File: src/rtl/fifo_pkg.sv
// Shared sizing defaults for the first-word-fall-through FIFO controller family.
// Capacity is 2**FIFO_DEPTH_LOG2 words. Both pointers wrap at this capacity.
package fifo_pkg;

    localparam int FIFO_WIDTH      = 40;
    localparam int FIFO_DEPTH_LOG2 = 10;
    localparam int FIFO_AFULL_TH   = 1000;
    localparam int FIFO_AEMPTY_TH  = 8;

    // Capacity in words, sized to the occupancy counter width (DEPTH_LOG2+1 bits).
    function automatic int unsigned fifo_capacity(input int unsigned depth_log2);
        return 32'd1 << depth_log2;
    endfunction

endpackage

File: src/rtl/fifo_fwft_ctrl_if.sv
// User write/pop bus, status flags and external single-port-read RAM hookup for fifo_fwft_ctrl.
// Master is the user/RAM side, slave is the controller.
interface fifo_fwft_ctrl_if #(
    parameter int WIDTH      = fifo_pkg::FIFO_WIDTH,
    parameter int DEPTH_LOG2 = fifo_pkg::FIFO_DEPTH_LOG2
);
    logic                  WE;
    logic [WIDTH-1:0]      DATA;
    logic                  RE;
    logic [WIDTH-1:0]      Q;
    logic                  FULL;
    logic                  AFULL;
    logic                  EMPTY;
    logic                  AEMPTY;
    logic                  OVERFLOW;
    logic                  UNDERFLOW;
    logic [DEPTH_LOG2:0]   COUNT;
    logic [DEPTH_LOG2-1:0] MEM_WADDR;
    logic [WIDTH-1:0]      MEM_WDATA;
    logic                  MEM_WE;
    logic [DEPTH_LOG2-1:0] MEM_RADDR;
    logic                  MEM_RE;
    logic [WIDTH-1:0]      MEM_RDATA;

    modport master (
        output WE, DATA, RE, MEM_RDATA,
        input  Q, FULL, AFULL, EMPTY, AEMPTY, OVERFLOW, UNDERFLOW, COUNT,
        input  MEM_WADDR, MEM_WDATA, MEM_WE, MEM_RADDR, MEM_RE
    );

    modport slave (
        input  WE, DATA, RE, MEM_RDATA,
        output Q, FULL, AFULL, EMPTY, AEMPTY, OVERFLOW, UNDERFLOW, COUNT,
        output MEM_WADDR, MEM_WDATA, MEM_WE, MEM_RADDR, MEM_RE
    );

endinterface

File: src/rtl/fifo_fwft_stage.sv
// Two-entry head/skid output stage fed by a 1-cycle-latency RAM read port.
// Head presents the FIFO front word. Skid absorbs a RAM word that arrives while head is held.
module fifo_fwft_stage #(
    parameter int WIDTH = fifo_pkg::FIFO_WIDTH
) (
    input  logic             clk,
    input  logic             rst_n,
    input  logic             pop,
    input  logic             issue,
    input  logic [WIDTH-1:0] rdata,
    output logic [WIDTH-1:0] head,
    output logic             head_vld,
    output logic [1:0]       occ,
    output logic             inflight
);

    logic [WIDTH-1:0] skid;
    logic             skid_vld;

    assign occ = {1'b0, head_vld} + {1'b0, skid_vld};

    // The issue rule upstream caps occupancy plus in-flight reads at two,
    // so an arriving word never finds both entries held without a pop.
    always_ff @(posedge clk) begin
        if (!rst_n) begin
            head     <= '0;
            head_vld <= 1'b0;
            skid     <= '0;
            skid_vld <= 1'b0;
            inflight <= 1'b0;
        end else begin
            inflight <= issue;
            if (pop) begin
                if (skid_vld) begin
                    head <= skid;
                    if (inflight) begin
                        skid <= rdata;
                    end else begin
                        skid_vld <= 1'b0;
                    end
                end else if (inflight) begin
                    head <= rdata;
                end else begin
                    head_vld <= 1'b0;
                end
            end else if (inflight) begin
                if (head_vld) begin
                    skid     <= rdata;
                    skid_vld <= 1'b1;
                end else begin
                    head     <= rdata;
                    head_vld <= 1'b1;
                end
            end
        end
    end

endmodule

File: src/rtl/fifo_fwft_ctrl.sv
// FWFT FIFO controller over an external 1-cycle-read RAM. Write to Q valid takes 3 cycles from empty.
// Writes are dropped while FULL (OVERFLOW) and pops are ignored while EMPTY (UNDERFLOW). One write and one pop per cycle are sustained.
module fifo_fwft_ctrl
    import fifo_pkg::*;
#(
    parameter int WIDTH      = FIFO_WIDTH,
    parameter int DEPTH_LOG2 = FIFO_DEPTH_LOG2,
    parameter int AFULL_TH   = FIFO_AFULL_TH,
    parameter int AEMPTY_TH  = FIFO_AEMPTY_TH
) (
    input  logic             CLK,
    input  logic             RESET_N,
    fifo_fwft_ctrl_if.slave  bus
);

    localparam int CW = DEPTH_LOG2 + 1;
    localparam logic [CW-1:0]         CNT_ONE    = CW'(1);
    localparam logic [DEPTH_LOG2-1:0] PTR_ONE    = DEPTH_LOG2'(1);
    localparam logic [CW-1:0]         CAP        = CW'(fifo_capacity(DEPTH_LOG2));
    localparam logic [CW-1:0]         AFULL_LVL  = CW'(AFULL_TH);
    localparam logic [CW-1:0]         AEMPTY_LVL = CW'(AEMPTY_TH);

    logic [DEPTH_LOG2-1:0] wptr;
    logic [DEPTH_LOG2-1:0] rptr;
    logic [CW-1:0]         ram_cnt;
    logic [CW-1:0]         ram_cnt_nxt;
    logic [CW-1:0]         count;
    logic [CW-1:0]         count_nxt;
    logic                  full_q;
    logic                  afull_q;
    logic                  aempty_q;
    logic                  ovf_q;
    logic                  udf_q;

    logic                  wr_acc;
    logic                  pop;
    logic                  issue;
    logic [2:0]            stage_load;

    logic [WIDTH-1:0]      head_dat;
    logic                  head_vld;
    logic [1:0]            occ;
    logic                  inflight;

    // ram_cnt only counts committed writes, so a read never targets the address written this cycle.
    always_comb begin
        wr_acc      = RESET_N && bus.WE && !full_q;
        pop         = RESET_N && bus.RE && head_vld;
        stage_load  = {1'b0, occ} + {2'b00, inflight};
        issue       = RESET_N && (ram_cnt != '0) &&
                      (stage_load < (pop ? 3'd3 : 3'd2));

        ram_cnt_nxt = ram_cnt;
        unique case ({wr_acc, issue})
            2'b10:   ram_cnt_nxt = ram_cnt + CNT_ONE;
            2'b01:   ram_cnt_nxt = ram_cnt - CNT_ONE;
            default: ram_cnt_nxt = ram_cnt;
        endcase

        count_nxt = count;
        unique case ({wr_acc, pop})
            2'b10:   count_nxt = count + CNT_ONE;
            2'b01:   count_nxt = count - CNT_ONE;
            default: count_nxt = count;
        endcase
    end

    always_ff @(posedge CLK) begin
        if (!RESET_N) begin
            wptr     <= '0;
            rptr     <= '0;
            ram_cnt  <= '0;
            count    <= '0;
            full_q   <= 1'b0;
            afull_q  <= 1'b0;
            aempty_q <= 1'b1;
            ovf_q    <= 1'b0;
            udf_q    <= 1'b0;
        end else begin
            if (wr_acc) begin
                wptr <= wptr + PTR_ONE;
            end
            if (issue) begin
                rptr <= rptr + PTR_ONE;
            end
            ram_cnt  <= ram_cnt_nxt;
            count    <= count_nxt;
            full_q   <= (count_nxt == CAP);
            afull_q  <= (count_nxt >= AFULL_LVL);
            aempty_q <= (count_nxt <= AEMPTY_LVL);
            ovf_q    <= bus.WE && full_q;
            udf_q    <= bus.RE && !head_vld;
        end
    end

    fifo_fwft_stage #(
        .WIDTH (WIDTH)
    ) u_stage (
        .clk      (CLK),
        .rst_n    (RESET_N),
        .pop      (pop),
        .issue    (issue),
        .rdata    (bus.MEM_RDATA),
        .head     (head_dat),
        .head_vld (head_vld),
        .occ      (occ),
        .inflight (inflight)
    );

    assign bus.MEM_WE    = wr_acc;
    assign bus.MEM_WADDR = wptr;
    assign bus.MEM_WDATA = bus.DATA;
    assign bus.MEM_RE    = issue;
    assign bus.MEM_RADDR = rptr;

    // EMPTY follows the head register, so Q is always valid whenever EMPTY is low.
    assign bus.Q         = head_dat;
    assign bus.EMPTY     = ~head_vld;
    assign bus.FULL      = full_q;
    assign bus.AFULL     = afull_q;
    assign bus.AEMPTY    = aempty_q;
    assign bus.OVERFLOW  = ovf_q;
    assign bus.UNDERFLOW = udf_q;
    assign bus.COUNT     = count;

endmodule
File: src/flat_wrapper.sv
// flat-port wrapper written by rule: the top's interface ports become plain ports
module fifo_fwft_ctrl_flat import fifo_pkg::*;
#(
    parameter int WIDTH      = FIFO_WIDTH,
    parameter int DEPTH_LOG2 = FIFO_DEPTH_LOG2,
    parameter int AFULL_TH   = FIFO_AFULL_TH,
    parameter int AEMPTY_TH  = FIFO_AEMPTY_TH
)
  (CLK, RESET_N, bus_WE, bus_DATA, bus_RE, bus_MEM_RDATA, bus_Q, bus_FULL, bus_AFULL, bus_EMPTY, bus_AEMPTY, bus_OVERFLOW, bus_UNDERFLOW, bus_COUNT, bus_MEM_WADDR, bus_MEM_WDATA, bus_MEM_WE, bus_MEM_RADDR, bus_MEM_RE);
  fifo_fwft_ctrl_if #(.WIDTH(WIDTH), .DEPTH_LOG2(DEPTH_LOG2)) bus_i ();
  input  logic CLK;
  input  logic RESET_N;
  input wire logic [$bits(bus_i.WE)-1:0] bus_WE;
  input wire logic [$bits(bus_i.DATA)-1:0] bus_DATA;
  input wire logic [$bits(bus_i.RE)-1:0] bus_RE;
  input wire logic [$bits(bus_i.MEM_RDATA)-1:0] bus_MEM_RDATA;
  output wire logic [$bits(bus_i.Q)-1:0] bus_Q;
  output wire logic [$bits(bus_i.FULL)-1:0] bus_FULL;
  output wire logic [$bits(bus_i.AFULL)-1:0] bus_AFULL;
  output wire logic [$bits(bus_i.EMPTY)-1:0] bus_EMPTY;
  output wire logic [$bits(bus_i.AEMPTY)-1:0] bus_AEMPTY;
  output wire logic [$bits(bus_i.OVERFLOW)-1:0] bus_OVERFLOW;
  output wire logic [$bits(bus_i.UNDERFLOW)-1:0] bus_UNDERFLOW;
  output wire logic [$bits(bus_i.COUNT)-1:0] bus_COUNT;
  output wire logic [$bits(bus_i.MEM_WADDR)-1:0] bus_MEM_WADDR;
  output wire logic [$bits(bus_i.MEM_WDATA)-1:0] bus_MEM_WDATA;
  output wire logic [$bits(bus_i.MEM_WE)-1:0] bus_MEM_WE;
  output wire logic [$bits(bus_i.MEM_RADDR)-1:0] bus_MEM_RADDR;
  output wire logic [$bits(bus_i.MEM_RE)-1:0] bus_MEM_RE;
  assign bus_i.WE = bus_WE;
  assign bus_i.DATA = bus_DATA;
  assign bus_i.RE = bus_RE;
  assign bus_i.MEM_RDATA = bus_MEM_RDATA;
  assign bus_Q = bus_i.Q;
  assign bus_FULL = bus_i.FULL;
  assign bus_AFULL = bus_i.AFULL;
  assign bus_EMPTY = bus_i.EMPTY;
  assign bus_AEMPTY = bus_i.AEMPTY;
  assign bus_OVERFLOW = bus_i.OVERFLOW;
  assign bus_UNDERFLOW = bus_i.UNDERFLOW;
  assign bus_COUNT = bus_i.COUNT;
  assign bus_MEM_WADDR = bus_i.MEM_WADDR;
  assign bus_MEM_WDATA = bus_i.MEM_WDATA;
  assign bus_MEM_WE = bus_i.MEM_WE;
  assign bus_MEM_RADDR = bus_i.MEM_RADDR;
  assign bus_MEM_RE = bus_i.MEM_RE;
  fifo_fwft_ctrl #(.WIDTH(WIDTH), .DEPTH_LOG2(DEPTH_LOG2), .AFULL_TH(AFULL_TH), .AEMPTY_TH(AEMPTY_TH)) u_core (.CLK(CLK), .RESET_N(RESET_N), .bus(bus_i));
endmodule
File: config.mk
export PLATFORM = sky130hd
export DESIGN_NAME = fifo_fwft_ctrl_flat
export DESIGN_NICKNAME = d
export VERILOG_FILES = /design/src/rtl/fifo_pkg.sv /design/src/rtl/fifo_fwft_ctrl_if.sv /design/src/rtl/fifo_fwft_stage.sv /design/src/rtl/fifo_fwft_ctrl.sv /design/src/flat_wrapper.sv
export SDC_FILE = /design/constraint.sdc
export NUM_CORES = 1
export LEC_CHECK = 0
export CORE_ASPECT_RATIO = 2
export CORE_MARGIN = 5
export CORE_UTILIZATION = 51
export DETAILED_ROUTE_END_ITERATION = 16
export GPL_TIMING_DRIVEN = 0
export HOLD_SLACK_MARGIN = 0.06
export PLACE_DENSITY = 0.86
export SLEW_MARGIN = 15
export SYNTH_ARGS = -nofsm -noshare
export SYNTH_HDL_FRONTEND = slang
export SYNTH_SLANG_ARGS = --single-unit
File: constraint.sdc
create_clock -name CLK -period 8.5 [get_ports CLK]
set_input_delay 2.125 -clock CLK [delete_from_list [all_inputs] [get_ports CLK]]
set_output_delay 2.125 -clock CLK [all_outputs]
set_load 0.01 [all_outputs]
==> flow_summary.json <==
{
  "outcome": "complete, no violations",
  "syn_inst": 818,
  "wl_per_cell_microns": 17.3,
  "firstDrtPassIters": 5,
  "min_period_ns": 6.94,
  "critPathRequiredTime_ns": 6.38,
  "drtIter0Drc": 340,
  "max_freq_ghz": 0.144,
  "wl_met2_mm": 11.2,
  "fill_cells": 937,
  "cp-end-kind": "output pin",
  "ys_seq_elements": 130,
  "port_buffers": 162,
  "multi_input_area_sq_um": 3240,
  "ys_seq_area_share_pct": 39.9,
  "hold_violations": 0,
  "power_density_nw_per_um2": 284,
  "critical_path_class": "in2out",
  "dieArea_sq_um": 15300,
  "synth-compound-area-share_pct": 16.5,
  "via_per_inst": 5.71,
  "muxShareOfSynthArea_pct": 0.633,
  "yosysTopAreaCell": "dfxtp_1",
  "yosys-top-cells-count": "156 x nand2_1, 130 x dfxtp_1, 95 x nor2_1",
  "finalPower_mw": 2.54,
  "top_layer": "met4",
  "wl_met1_mm": 6.52,
  "synthesis.area_sq_um": 6520,
  "rows": 58,
  "finalSetupTns_ns": 0,
  "drive_above_1_share_pct": 9.49,
  "crit_fanout": 9,
  "yosys.area_share.adder_pct": 3.49,
  "antenna_cells": 0,
  "die_w_microns": 90.0,
  "synthArstFlopShare_pct": 0,
  "yosys_warnings": 0,
  "die_h_microns": 170,
  "rr_worst_depth": 15,
  "ios": 203,
  "drc": 0,
  "synth_edf_count": 0,
  "sequential_cell_area_sq_um": 2600,
  "antenna_found_initial": 0,
  "rsz0062_at_grt": "false",
  "grt_max_degree": 17,
  "layout.cells.non_filler": 1162,
  "placedCellCount": 1130,
  "avgSynthCellArea_sq_um": 7.97,
  "maxSlewViolCount": 0,
  "synthToLayoutAreaGrowth_pct": 37.4,
  "period_share_pct": 81.7,
  "first_global_vias": 6747,
  "slew_headroom_pct": 45.2,
  "arrival_ns": 4.82,
  "gp_congestion": 0.938,
  "cts.path.max_buffers": 2,
  "hold_buffers": 0,
  "routed_wl_mm": 20.1,
  "cts_max_level": 4,
  "setup_viol": 0,
  "synth_top_area_share_pct": 39.9,
  "num_vias": 6631,
  "hp-class": "reg2reg",
  "grt-ovfl-total": 0,
  "synth_top_family_by_area": "simple AND/OR/NAND/NOR gates",
  "drtAntennaViolNets": 0,
  "cts_tree": "built",
  "cp-start-kind": "input port",
  "hpwl_mm": 15.2,
  "postCtsResizedCells": 0,
  "cts_buffers": 17,
  "worstMarginPinSlew_ns": 0.822,
  "synthTopCellsByArea": "dfxtp_1 40%, nand2_1 9.0%, a311oi_1 5.5%, nor2_1 5.5%, a21oi_1 4.9%",
  "ys_types": 61,
  "insertion_delay_ns": 0.42,
  "routed-wl-met3_mm": 1.31,
  "yosysMostFrequentCell": "nand2_1",
  "finalNetCount": 1100,
  "track_usage_pct": 25.9,
  "coreArea_sq_um": 12600,
  "postCtsSetupBuffers": 0,
  "yosys_most_used_dff": "dfxtp_1",
  "cts_sinks": 130,
  "synthXorXnorAreaFrac_pct": 4.57,
  "fin_skew_ns": 0.00777,
  "initial_core_util_pct": 51.9,
  "grt_pass1_wl_mm": 32.4,
  "drv_cap": 0,
  "whs_path_depth": 2,
  "syn_nets": 919,
  "synth_simple_gate_area_share_pct": 24.5,
  "cts-root-buf": "clkbuf_16",
  "p_leak_nw": 3.38,
  "ir_drop_mv": 0.187,
  "clk_transition_reported_paths_ns": 0.06
}
==> kinds of logic (layout without fill, tap and decap cells) <==
kind of cell               Yosys count  after routing
AOI/OAI and AO/OA                  156            156
and+or+nand+nor                    362            362
adders and majority gates           17             17
buffers and inverters              115            309
xor gates and xnor gates            34             34
muxes                                4              4
DFF                                130            130
==> cells in the final DEF (no fill, tap or decap), drive strengths merged, types with 14 or more instances in the layout <==
master / synthesis / layout
a21oi: 64 / 64
a311oi: 42 / 42
buf: 47 / 47
clkbuf: 52 / 70
clkdlybuf4s50: 0 / 162
dfxtp: 130 / 130
ha: 15 / 15
inv: 16 / 23
nand2: 156 / 156
nand3: 49 / 49
nor2: 96 / 96
nor3: 14 / 14
xnor2: 18 / 18
xor2: 16 / 16
==> sequential cells by signal (all words and copies together) (netlist names) <==
register,count
u_core.u_stage.head,40
u_core.u_stage.skid,40
u_core.bus.COUNT,11
u_core.ram_cnt,11
u_core.bus.MEM_RADDR,10
u_core.bus.MEM_WADDR,10
u_core.bus.AEMPTY,1
u_core.bus.AFULL,1
u_core.bus.FULL,1
u_core.bus.OVERFLOW,1
u_core.bus.UNDERFLOW,1
u_core.u_stage.head_vld,1
u_core.u_stage.inflight,1
u_core.u_stage.skid_vld,1
==> through the flow <==
stage	util (%)	cell area (sq um)	hold WS (ns)	setup WS, ns
after global placement	66.4	8330	0.442	1.29
after CTS	71.4	8960	0.455	1.62
after detailed placement	66.4	8330	0.447	1.24
after global routing	71.4	8960	0.472	1.20
final	71.4	8960	0.454	1.56
after floorplan	-	6520	0.437	2.85
==> where the power goes <==
part / internal (mW) / switching (mW) / leakage (nW)
sequential: 0.740 / 0.0904 / 1.06
combinational: 0.427 / 0.507 / 2.01
clock: 0.479 / 0.301 / 0.306
total: 1.65 / 0.899 / 3.38
==> layout make-up <==
cell class	count	area share, %
clock buffer	18	4.90
sequential	130	29.0
multi-input combinational	573	36.2
clock inverter	14	2.12
timing repair buffer	162	18.1
tap	150	2.09
inverter	16	0.670
buffer	99	6.90
==> path summary, 6_finish.rpt <==
kind | from | slack (ns) | end
max | RESET_N | 1.56 | bus_MEM_RE
min | u_core.u_stage.skid[37] | 0.45 | u_core.u_stage.skid[37]
min reg2reg | u_core.u_stage.skid[37] | 0.45 | u_core.u_stage.skid[37]
max reg2reg | u_core.u_stage.skid_vld | 3.26 | u_core.ram_cnt[9]
==> worst max-delay path, stage by stage <==
cell             delay (ns)
clkdlybuf4s50_1        0.64
nand2_1                0.19
nor2_2                 0.27
a21oi_1                0.16
a311oi_2               0.74
clkdlybuf4s50_1        0.68
==> metal layers <==
layer  vias up  track usage (%)
met1      3089             23.5
met3        71             5.48
met4         0             15.5
li1       3151                -
met2       320             51.1
met5         -                0
No activity file was read; power rests on OpenSTA's default activity.
